==> src/rtl/prog_loader_pkg.sv <==
// Shared types and helpers for the program loader.
package prog_loader_pkg;

  // Loader state; ST_CHECK is only reachable when PROG_LOADER_CHECKSUM_EN is defined.
  typedef enum logic [2:0] {
    ST_IDLE,
    ST_LOAD,
    ST_CHECK,
    ST_SETTLE,
    ST_RUN,
    ST_ERR
  } state_t;

  // Width of the settle down-counter (RUN_DELAY range is 1..15).
  localparam int unsigned DELAY_W = 4;

  // Width needed to hold a word count of 0..max_words inclusive.
  function automatic int unsigned cnt_width(input int unsigned max_words);
    return $clog2(max_words + 1);
  endfunction

endpackage

==> src/rtl/prog_loader_if.sv <==
// Program-word stream: valid/ready handshake carrying one word plus end-of-image marker.
interface prog_loader_if #(
  parameter int unsigned DATA_W = 32
);
  logic              s_valid;
  logic              s_ready;
  logic [DATA_W-1:0] s_data;
  logic              s_last;

  modport master (output s_valid, output s_data, output s_last, input s_ready);
  modport slave  (input s_valid, input s_data, input s_last, output s_ready);
endinterface

==> src/rtl/prog_loader_addr_gen.sv <==
// Write-address pointer with fixed stride and image word counter with capacity flag.
module prog_loader_addr_gen
  import prog_loader_pkg::*;
#(
  parameter int unsigned ADDR_W    = 9,
  parameter int unsigned BASE_ADDR = 0,
  parameter int unsigned ADDR_STEP = 4,
  parameter int unsigned MAX_WORDS = 128,
  localparam int unsigned CNT_W    = cnt_width(MAX_WORDS)
) (
  input  logic              clk,
  input  logic              reset,
  input  logic              clear,
  input  logic              advance,
  output logic [ADDR_W-1:0] ptr,
  output logic [CNT_W-1:0]  word_cnt,
  output logic              full
);

  // Pointer and count restart on a new load and step once per written word; pointer wraps silently.
  always_ff @(posedge clk) begin
    if (!reset) begin
      ptr      <= ADDR_W'(BASE_ADDR);
      word_cnt <= '0;
    end else if (clear) begin
      ptr      <= ADDR_W'(BASE_ADDR);
      word_cnt <= '0;
    end else if (advance) begin
      ptr      <= ptr + ADDR_W'(ADDR_STEP);
      word_cnt <= word_cnt + CNT_W'(1);
    end
  end

  assign full = (word_cnt == CNT_W'(MAX_WORDS));

endmodule

==> src/rtl/prog_loader.sv <==
// Streams a program image into instruction memory and releases the core PC after a settle delay.
// Optional feature macro: PROG_LOADER_CHECKSUM_EN (trailing checksum word verified before run).
module prog_loader
  import prog_loader_pkg::*;
#(
  parameter int unsigned DATA_W    = 32,
  parameter int unsigned ADDR_W    = 9,
  parameter int unsigned BASE_ADDR = 0,
  parameter int unsigned ADDR_STEP = 4,
  parameter int unsigned MAX_WORDS = 128,
  parameter int unsigned RUN_DELAY = 2,
  localparam int unsigned CNT_W    = cnt_width(MAX_WORDS)
) (
  input  logic              clk,
  input  logic              reset,
  input  logic              start,
  prog_loader_if.slave      strm,
  output logic              we0,
  output logic [ADDR_W-1:0] wr_addr0,
  output logic [DATA_W-1:0] wr_din0,
  output logic              resetpc,
  output logic              busy,
  output logic              error,
  output logic [CNT_W-1:0]  word_cnt
);

  // Counter starts one below RUN_DELAY so resetpc rises RUN_DELAY cycles after the final we0 cycle.
  localparam logic [DELAY_W-1:0] DLY_INIT = DELAY_W'(RUN_DELAY - 1);

  state_t               state;
  logic                 ready;
  logic [DELAY_W-1:0]   dly;
  logic [ADDR_W-1:0]    ptr;
  logic                 full;
  logic                 accept;
  logic                 restart;
  logic                 advance;
`ifdef PROG_LOADER_CHECKSUM_EN
  logic [DATA_W-1:0]    sum;
`endif

  assign strm.s_ready = ready;

  // Handshake qualification and pointer control derived from the current state.
  always_comb begin
    accept  = strm.s_valid && ready;
    restart = start && ((state == ST_IDLE) || (state == ST_RUN) || (state == ST_ERR));
    advance = accept && (state == ST_LOAD) && !full;
  end

  prog_loader_addr_gen #(
    .ADDR_W   (ADDR_W),
    .BASE_ADDR(BASE_ADDR),
    .ADDR_STEP(ADDR_STEP),
    .MAX_WORDS(MAX_WORDS)
  ) u_addr_gen (
    .clk     (clk),
    .reset   (reset),
    .clear   (restart),
    .advance (advance),
    .ptr     (ptr),
    .word_cnt(word_cnt),
    .full    (full)
  );

  // Loader FSM with registered handshake, write-port and status outputs.
  always_ff @(posedge clk) begin
    if (!reset) begin
      state    <= ST_IDLE;
      ready    <= 1'b0;
      we0      <= 1'b0;
      wr_addr0 <= ADDR_W'(BASE_ADDR);
      wr_din0  <= '0;
      resetpc  <= 1'b0;
      busy     <= 1'b0;
      error    <= 1'b0;
      dly      <= '0;
`ifdef PROG_LOADER_CHECKSUM_EN
      sum      <= '0;
`endif
    end else begin
      we0 <= 1'b0;
      case (state)
        ST_IDLE, ST_RUN, ST_ERR: begin
          if (start) begin
            state   <= ST_LOAD;
            ready   <= 1'b1;
            busy    <= 1'b1;
            resetpc <= 1'b0;
            error   <= 1'b0;
`ifdef PROG_LOADER_CHECKSUM_EN
            sum     <= '0;
`endif
          end
        end
        ST_LOAD: begin
          if (accept) begin
            if (full) begin
              // One word beyond capacity: drop it and stop.
              state <= ST_ERR;
              ready <= 1'b0;
              busy  <= 1'b0;
              error <= 1'b1;
            end else begin
              we0      <= 1'b1;
              wr_addr0 <= ptr;
              wr_din0  <= strm.s_data;
`ifdef PROG_LOADER_CHECKSUM_EN
              sum      <= sum + strm.s_data;
              if (strm.s_last) state <= ST_CHECK;
`else
              if (strm.s_last) begin
                state <= ST_SETTLE;
                ready <= 1'b0;
                dly   <= DLY_INIT;
              end
`endif
            end
          end
        end
`ifdef PROG_LOADER_CHECKSUM_EN
        ST_CHECK: begin
          if (accept) begin
            ready <= 1'b0;
            if (strm.s_data == sum) begin
              state <= ST_SETTLE;
              dly   <= DLY_INIT;
            end else begin
              state <= ST_ERR;
              busy  <= 1'b0;
              error <= 1'b1;
            end
          end
        end
`endif
        ST_SETTLE: begin
          if (dly == '0) begin
            state   <= ST_RUN;
            resetpc <= 1'b1;
            busy    <= 1'b0;
          end else begin
            dly <= dly - DELAY_W'(1);
          end
        end
        default: state <= ST_IDLE;
      endcase
    end
  end

endmodule

==> src/flat_wrapper.sv <==
// flat-port wrapper written by rule: the top's interface ports become plain ports
module prog_loader_flat import prog_loader_pkg::*;
#(
  parameter int unsigned DATA_W    = 32,
  parameter int unsigned ADDR_W    = 9,
  parameter int unsigned BASE_ADDR = 0,
  parameter int unsigned ADDR_STEP = 4,
  parameter int unsigned MAX_WORDS = 128,
  parameter int unsigned RUN_DELAY = 2,
  localparam int unsigned CNT_W    = cnt_width(MAX_WORDS)
)
  (clk, reset, start, we0, wr_addr0, wr_din0, resetpc, busy, error, word_cnt, strm_s_valid, strm_s_data, strm_s_last, strm_s_ready);
  prog_loader_if #(.DATA_W(DATA_W)) strm_i ();
  input  logic clk;
  input  logic reset;
  input  logic start;
  output logic we0;
  output logic [ADDR_W-1:0] wr_addr0;
  output logic [DATA_W-1:0] wr_din0;
  output logic resetpc;
  output logic busy;
  output logic error;
  output logic [CNT_W-1:0] word_cnt;
  input wire logic [$bits(strm_i.s_valid)-1:0] strm_s_valid;
  input wire logic [$bits(strm_i.s_data)-1:0] strm_s_data;
  input wire logic [$bits(strm_i.s_last)-1:0] strm_s_last;
  output wire logic [$bits(strm_i.s_ready)-1:0] strm_s_ready;
  assign strm_i.s_valid = strm_s_valid;
  assign strm_i.s_data = strm_s_data;
  assign strm_i.s_last = strm_s_last;
  assign strm_s_ready = strm_i.s_ready;
  prog_loader #(.DATA_W(DATA_W), .ADDR_W(ADDR_W), .BASE_ADDR(BASE_ADDR), .ADDR_STEP(ADDR_STEP), .MAX_WORDS(MAX_WORDS), .RUN_DELAY(RUN_DELAY)) u_core (.clk(clk), .reset(reset), .start(start), .strm(strm_i), .we0(we0), .wr_addr0(wr_addr0), .wr_din0(wr_din0), .resetpc(resetpc), .busy(busy), .error(error), .word_cnt(word_cnt));
endmodule
==> config.mk <==
export PLATFORM = sky130hd
export DESIGN_NAME = prog_loader_flat
export DESIGN_NICKNAME = d
export VERILOG_FILES = /design/src/rtl/prog_loader_pkg.sv /design/src/rtl/prog_loader_if.sv /design/src/rtl/prog_loader_addr_gen.sv /design/src/rtl/prog_loader.sv /design/src/flat_wrapper.sv
export SDC_FILE = /design/constraint.sdc
export NUM_CORES = 1
export LEC_CHECK = 0
export ABC_AREA = 1
export BUFFER_PORTS_ARGS = -buffer_cell sky130_fd_sc_hd__buf_2
export CAP_MARGIN = 20
export CORE_MARGIN = 1.5
export CORE_UTILIZATION = 40
export CTS_BUF_LIST = sky130_fd_sc_hd__clkbuf_4 sky130_fd_sc_hd__clkbuf_8
export DETAILED_ROUTE_END_ITERATION = 10
export PLACE_DENSITY = 0.65
export SETUP_SLACK_MARGIN = 0.2
export SYNTH_ARGS = -nofsm -noshare
export SYNTH_HDL_FRONTEND = slang
export SYNTH_SLANG_ARGS = --single-unit
==> constraint.sdc <==
create_clock -name clk -period 1.82 [get_ports clk]
set_input_delay 0.182 -clock clk [delete_from_list [all_inputs] [get_ports clk]]
set_output_delay 0.182 -clock clk [all_outputs]
set_load 0.05 [all_outputs]
=== Yosys cells after proc, flatten, opt, wreduce, memory -nomap -nowiden ===
Cells that the tools add are included.

* Bits in registers: 70
* Output and inout bits: 54
* Input port bits: 37
* Word-level logic and storage cells: 79

* Reduce and logical (&&, ||, !) cells: 23
* $add $sub $neg: 3
* Bitwise logic cells: 2
* Multiplexer cells: 27
* Equality and inequality tests: 13

{| class="wikitable"
|+ Operators by type and width
! kind !! number
|-
| two-way mux 4 bit || 4
|-
| two-way mux 3 bit || 5
|-
| two-way mux 1 bit || 12
|-
| AND reduction 4 bit || 3
|-
| AND reduction 5 bit || 2
|-
| adder 9 x 3 -> 9 bit (second input constant) || 1
|-
| one-hot mux 3 bit (3 select lines) || 1
|-
| AND reduction 3 bit || 3
|-
| adder 8 x 1 -> 8 bit (second input constant) || 1
|-
| equality test 8 bit (second input constant) || 1
|-
| inequality test 2 bit (second input constant) || 4
|-
| one-hot mux 4 bit (2 select lines) || 1
|-
| equality test 3 bit (second input constant) || 2
|-
| inequality test 2 x 1 -> 1 bit (second input constant) || 3
|-
| one-hot mux 1 bit (2 select lines) || 3
|-
| nonzero test 2 bit || 3
|-
| logical AND 1 bit || 4
|-
| zero test 4 bit || 1
|-
| subtractor 4 x 1 -> 4 bit (second input constant) || 1
|-
| equality test 3 x 1 -> 1 bit (second input constant) || 1
|-
| equality test 3 x 2 -> 1 bit (second input constant) || 1
|-
| zero test 3 bit || 1
|-
| inequality test 3 x 2 -> 1 bit (second input constant) || 1
|-
| one-hot mux 1 bit (3 select lines) || 1
|-
| other kinds (6) || 8
|}

=== Longest topological paths before layout ===
* Word-level depth: 5
* Depth in mapped cells: 10

=== Cells and area by module ===
From an unflattened synthesis, not the netlist that was laid out.

* Cells, all modules: 380
* Area, all modules: 2889.0 um^2

{| class="wikitable"
|+ By module, submodules not included
! module !! cells an instance !! times used !! area an instance (um^2) !! seq. area each (um^2)
|-
| prog_loader || 278 || 1 || 2090.8 || 1061.0
|-
| prog_loader_addr_gen || 102 || 1 || 798.3 || 300.3
|}

=== Worst setup path before layout ===
OpenSTA, ideal clock, no wires.

* Path type: flip-flop to flip-flop
* Start: register u_core.u_addr_gen.word_cnt[0]
* End: register u_core.u_addr_gen.ptr[6]
* Arrival: 1.710 ns
* Slack: 0.043 ns
* Stages on the path, launching flop included: 11
* Path buffers: 1
* Setup time: 0.067 ns
* Cells stage by stage: dfxtp_1 -> inv_1 -> ha_1 -> nand2_1 -> nor2_2 -> nand2_2 -> nand2_4 -> inv_6 -> buf_8 -> nand3b_2 -> a21oi_2

* Longest elaborated chain between the ends: 3

{| class="wikitable"
|+ RTL lines
! item !! line !! text
|-
| start: declaration || prog_loader_addr_gen.sv:16 || <nowiki>output logic [CNT_W-1:0] word_cnt,</nowiki>
|-
| start signal: assignment || prog_loader_addr_gen.sv:30 || <nowiki>word_cnt <= word_cnt + CNT_W'(1);</nowiki>
|-
| equality test 8 bit || prog_loader_addr_gen.sv:34 || <nowiki>assign full = (word_cnt == CNT_W'(MAX_WORDS));</nowiki>
|-
| zero test 1 bit || prog_loader.sv:48 || <nowiki>advance = accept && (state == ST_LOAD) && !full;</nowiki>
|-
| logical AND 1 bit || prog_loader.sv:48 ||
|-
| end signal: assignment || prog_loader_addr_gen.sv:23 || <nowiki>ptr <= ADDR_W'(BASE_ADDR);</nowiki>
|-
| end signal: assignment || prog_loader_addr_gen.sv:26 || <nowiki>ptr <= ADDR_W'(BASE_ADDR);</nowiki>
|-
| end signal: assignment || prog_loader_addr_gen.sv:29 || <nowiki>ptr <= ptr + ADDR_W'(ADDR_STEP);</nowiki>
|-
| end: declaration || prog_loader_addr_gen.sv:15 || <nowiki>output logic [ADDR_W-1:0] ptr,</nowiki>
|}

Every way passes these cells.
A chain may end at the register's enable or synchronous reset.

=== Worst setup path after layout ===
* Start: register u_core.u_addr_gen.word_cnt[0]
* End: register u_core.u_addr_gen.ptr[4]

The elaborated chain is that of the path after synthesis.

==> reports/results.md <==
| Parameter | Reported |
|:---|:---|
| Area after detailed placement | 3300 µm² |
| Number of port buffers | 88 |
| Nets@finish | 510 |
| Part of the total power dissipated in combinational logic | 19.8% |
| Register area share after synthesis | 46.9% |
| Top library cells by usage in the layout, fill and taps aside | sky130_fd_sc_hd__nor2_1 (98), sky130_fd_sc_hd__buf_2 (88), sky130_fd_sc_hd__dfxtp_1 (64), sky130_fd_sc_hd__nand2_1 (59), sky130_fd_sc_hd__o21ai_0 (38) |
| Total number of clock tree sinks | 66 |
| Global route total overflow | 0 |
| Share of total power in sequential cells | 39.3% |
| Number of global-route vias before repair | 2494 |
| Top flip-flop cell by instance count after synthesis | sky130_fd_sc_hd__dfxtp_1 |
| Number of hold buffers added after CTS | 0 |
| Maximum number of pins on one net before global-route repair | 56 |
| Share of cells above drive strength 1 | 27.1% |
| Count of final setup violators | 0 |
| Maximum root-to-sink buffer count | 2 |
| Master cell of the clock root buffer | sky130_fd_sc_hd__clkbuf_8 |
| Area of the multi-input gates | 1300 µm² |
| Average wire per cell in the routed design | 10.9 µm |
| Sort of element at the start of the critical path | register |
| Destination of the worst register-to-register timing path | u_core.u_addr_gen.ptr[4]$_SDFFE_PP0P_ |
| Detailed-router iteration count before antenna repair | 4 |
| Pins over their slew limit | 0 |
| Crit. End Element | register |
| Growth of design area from synthesis to finish | 28.6% |
| Post-synthesis cell area | 2820 µm² |
| Core area | 6790 µm² |
| R2r setup slk | 0.28 ns |
| Number of synthesized register bits | 66 |
| Fraction of power consumed by the clock network | 40.9% |
| Cell count after placement | 553 |
| Number of unique standard cell types used by synthesis | 34 |
| Hold Slack | 0.0823 ns |
| Switching share of power | 29.6% |
| Width of the die | 86.9 µm |
| Count of inserted antenna diode cells | 0 |
| DRC marker count from the first detailed-route iteration | 97 |
| Overall die height | 86.9 µm |
| Async set-or-reset flop fraction in the synthesized netlist | 0% |
| Estimated wirelength of the detail-placed design | 4360 µm |
| Number of violations of the max-capacitance limit | 0 |
| Average size of a mapped cell | 7.40 µm² |
| Fin crit period | 1.54 ns |
| Kind of path behind the tightest hold check | input pin to register |
| Final Total Pwr | 4.06 mW |
| Warnings from Yosys | 0 |
| Maximum fanout count along the critical path | 20 |
| Starting density of the core | 41.5% |
| Number of enable-type register cells in the synthesized netlist | 0 |
| Min-Delay Path Depth | 3 |
| Final total negative setup slack | 0 ns |
| Routability cong. | 0.778 |
| Fillcell total | 677 |
| Critical Path AT | 1.81 ns |
| Htree depth | 3 |
| Vias per Instance | 4.66 |
| Design area | 3620 µm² |
| Worst Setup Path Type | register to register |
| Clock latency reported for the late side of the worst-skew pair | 0.33 ns |
| Antenna violations before repair | 0 |
| Antenna-violating nets left | 0 |
| Worst reg-to-reg path cell count | 10 |
| Most common library cell in the layout ignoring fill and taps | sky130_fd_sc_hd__nor2_1 |
| Required time of the critical path | 2.09 ns |
| Die area | 7560 µm² |
| Worst clock skew | 0.00788 ns |
| Library cell occupying the most area in the post-synthesis netlist | sky130_fd_sc_hd__dfxtp_1 |
| Worst vdd ir | 0.442 mV |
| Origin of the critical flop-to-flop path | u_core.u_addr_gen.word_cnt[0]$_SDFFE_PP0P_ |
| Area contributors post-synth | sky130_fd_sc_hd__dfxtp_1 (47%), sky130_fd_sc_hd__nor2_1 (13%), sky130_fd_sc_hd__nand2_1 (7.9%) |
| Wire length after detailed routing | 6180 µm |
| Hold Fails Final Rpt | 0 |
| Power per Cell Area | 1120 nW/µm² |
| Total number of placement rows | 30 |
| Post-cts repair resize count | 0 |
| Source of the worst hold timing path | strm_s_data[5] |
| Destination of the worst hold path | u_core.wr_din0[5]$_SDFFE_PN0P_ |
| Number of buffers inserted by post-CTS setup repair | 0 |
| Cell internal pwr | 2.86 mW |
| Setup repair after global routing missed its margin | yes |
| Filler-free cell count of the finished design | 569 |
| Highest clock frequency the design can meet | 0.649 GHz |
| Standby leakage power | 1.63 nW |
| Number of instances in the synthesized netlist | 381 |
| Period utilization | 84.7% |
| Sequential cell area | 1320 µm² |
| CTS tree | yes |
| Total number of vias | 2651 |
| Area share of the largest cell type after synthesis | 46.9% |
| Clock buffers created by TritonCTS | 9 |
| Global-route wire length before repair | 10600 µm |
| Global-route total usage across every layer | 17.7% |
| # DRC | 0 |
| Status | finished clean |
| Clock-pin slew reported for the worst setup and hold paths after clock tree synthesis | 0.07 ns |
| Number of top-level pins | 91 |
| Psw | 1.20 mW |
==> Yosys cell counts (2+ instances only) <==
cell and number:
sky130_fd_sc_hd__nor2_2 2, sky130_fd_sc_hd__nor2_1 98, sky130_fd_sc_hd__dfxtp_1 66, sky130_fd_sc_hd__inv_2 4
sky130_fd_sc_hd__nand2_1 59, sky130_fd_sc_hd__clkbuf_1 4, sky130_fd_sc_hd__buf_4 6, sky130_fd_sc_hd__nand3b_1 2
sky130_fd_sc_hd__ha_1 5, sky130_fd_sc_hd__inv_1 21, sky130_fd_sc_hd__xnor2_1 2, sky130_fd_sc_hd__nand2_2 2
sky130_fd_sc_hd__xor2_1 4, sky130_fd_sc_hd__a21oi_1 23, sky130_fd_sc_hd__nand3_1 15, sky130_fd_sc_hd__nor3_1 4
sky130_fd_sc_hd__buf_2 2, sky130_fd_sc_hd__nand3_2 2, sky130_fd_sc_hd__clkbuf_2 2, sky130_fd_sc_hd__o21ai_0 44
==> layout make-up <==
type / instances / share of cell area (%)
clock buffer: 10 / 3.80
clock inverter: 6 / 3.76
inverter: 26 / 3.14
multi-input combinational: 273 / 35.9
sequential: 66 / 36.5
tap: 96 / 3.31
timing repair buffer: 92 / 13.5
==> through the flow <==
stage	util (%)	setup slack (ns)
2_1_floorplan	-	0.237
3_3_place_gp	48.6	0.259
3_5_place_dp	48.6	0.230
4_1_cts	52.7	0.222
5_1_grt	53.3	0.161
6_report	53.3	0.279
==> critical path: stages, from the launching register on <==
cell                      delay (ns)
sky130_fd_sc_hd__dfxtp_2        0.35
sky130_fd_sc_hd__inv_1          0.07
sky130_fd_sc_hd__ha_1           0.22
sky130_fd_sc_hd__nand2_1        0.09
sky130_fd_sc_hd__nor2_2         0.05
sky130_fd_sc_hd__nand2_2        0.13
sky130_fd_sc_hd__nand2_8        0.12
sky130_fd_sc_hd__buf_8          0.18
sky130_fd_sc_hd__o21ai_0        0.14
sky130_fd_sc_hd__nand2_1        0.06
sky130_fd_sc_hd__nor2_1         0.08
==> sequential cells by signal, summed over array words and instances (netlist names) <==
signal	count
u_core.busy	1
u_core.dly	4
u_core.error	1
u_core.resetpc	1
u_core.state	3
u_core.strm.s_ready	1
u_core.u_addr_gen.ptr	7
u_core.u_addr_gen.word_cnt	8
u_core.we0	1
u_core.wr_addr0	7
u_core.wr_din0	32
==> layer usage <==
layer  up-vias  GRT usage [%]  part of all wire [%]  wire, µm
met5         -              0                     0         0
li1       1386              -                     -         -
met3         7           5.12                   5.2       324
met4         0           5.72                   1.3        82
met2        77           29.4                    44      2740
met1      1181           22.0                    49      3040
==> power by group through the flow <==
| stage | Sequential (mW) | Combinational [mW] | Clock [mW] |
|---|---|---|---|
| 2_1_floorplan | 1.85 | 0.395 | 0 |
| 5_1_grt | 1.61 | 0.896 | 1.76 |
| 4_1_cts | 1.59 | 0.788 | 1.69 |
| 3_3_place_gp | 1.63 | 0.778 | 0 |
| 3_5_place_dp | 1.63 | 0.786 | 0 |
| 6_report | 1.59 | 0.803 | 1.66 |
==> cells by family after synthesis <==
family	share of synthesized area (%)
simple gates	28.7
flops	46.9
fa+ha+maj	2.22
other cells	0.133
compound gates	12.7
xor+xnor	1.86
buf+inv	7.55
==> worst max path at each step <==
stage	startpoint	to	cells after the start
global placement	u_core.u_addr_gen.word_cnt[0]$_SDFFE_PP0P_	u_core.u_addr_gen.ptr[6]$_SDFFE_PP0P_	10
global route	u_core.u_addr_gen.word_cnt[0]$_SDFFE_PP0P_	u_core.wr_addr0[6]$_SDFFE_PN0P_	9
detailed placement	u_core.u_addr_gen.word_cnt[0]$_SDFFE_PP0P_	u_core.u_addr_gen.word_cnt[4]$_SDFFE_PP0P_	10
floorplan	u_core.u_addr_gen.word_cnt[6]$_SDFFE_PP0P_	u_core.u_addr_gen.ptr[6]$_SDFFE_PP0P_	9
CTS	u_core.u_addr_gen.word_cnt[0]$_SDFFE_PP0P_	u_core.u_addr_gen.word_cnt[4]$_SDFFE_PP0P_	10
finish	u_core.u_addr_gen.word_cnt[0]$_SDFFE_PP0P_	u_core.u_addr_gen.ptr[4]$_SDFFE_PP0P_	10
No activity file was read; power rests on OpenSTA's default activity.
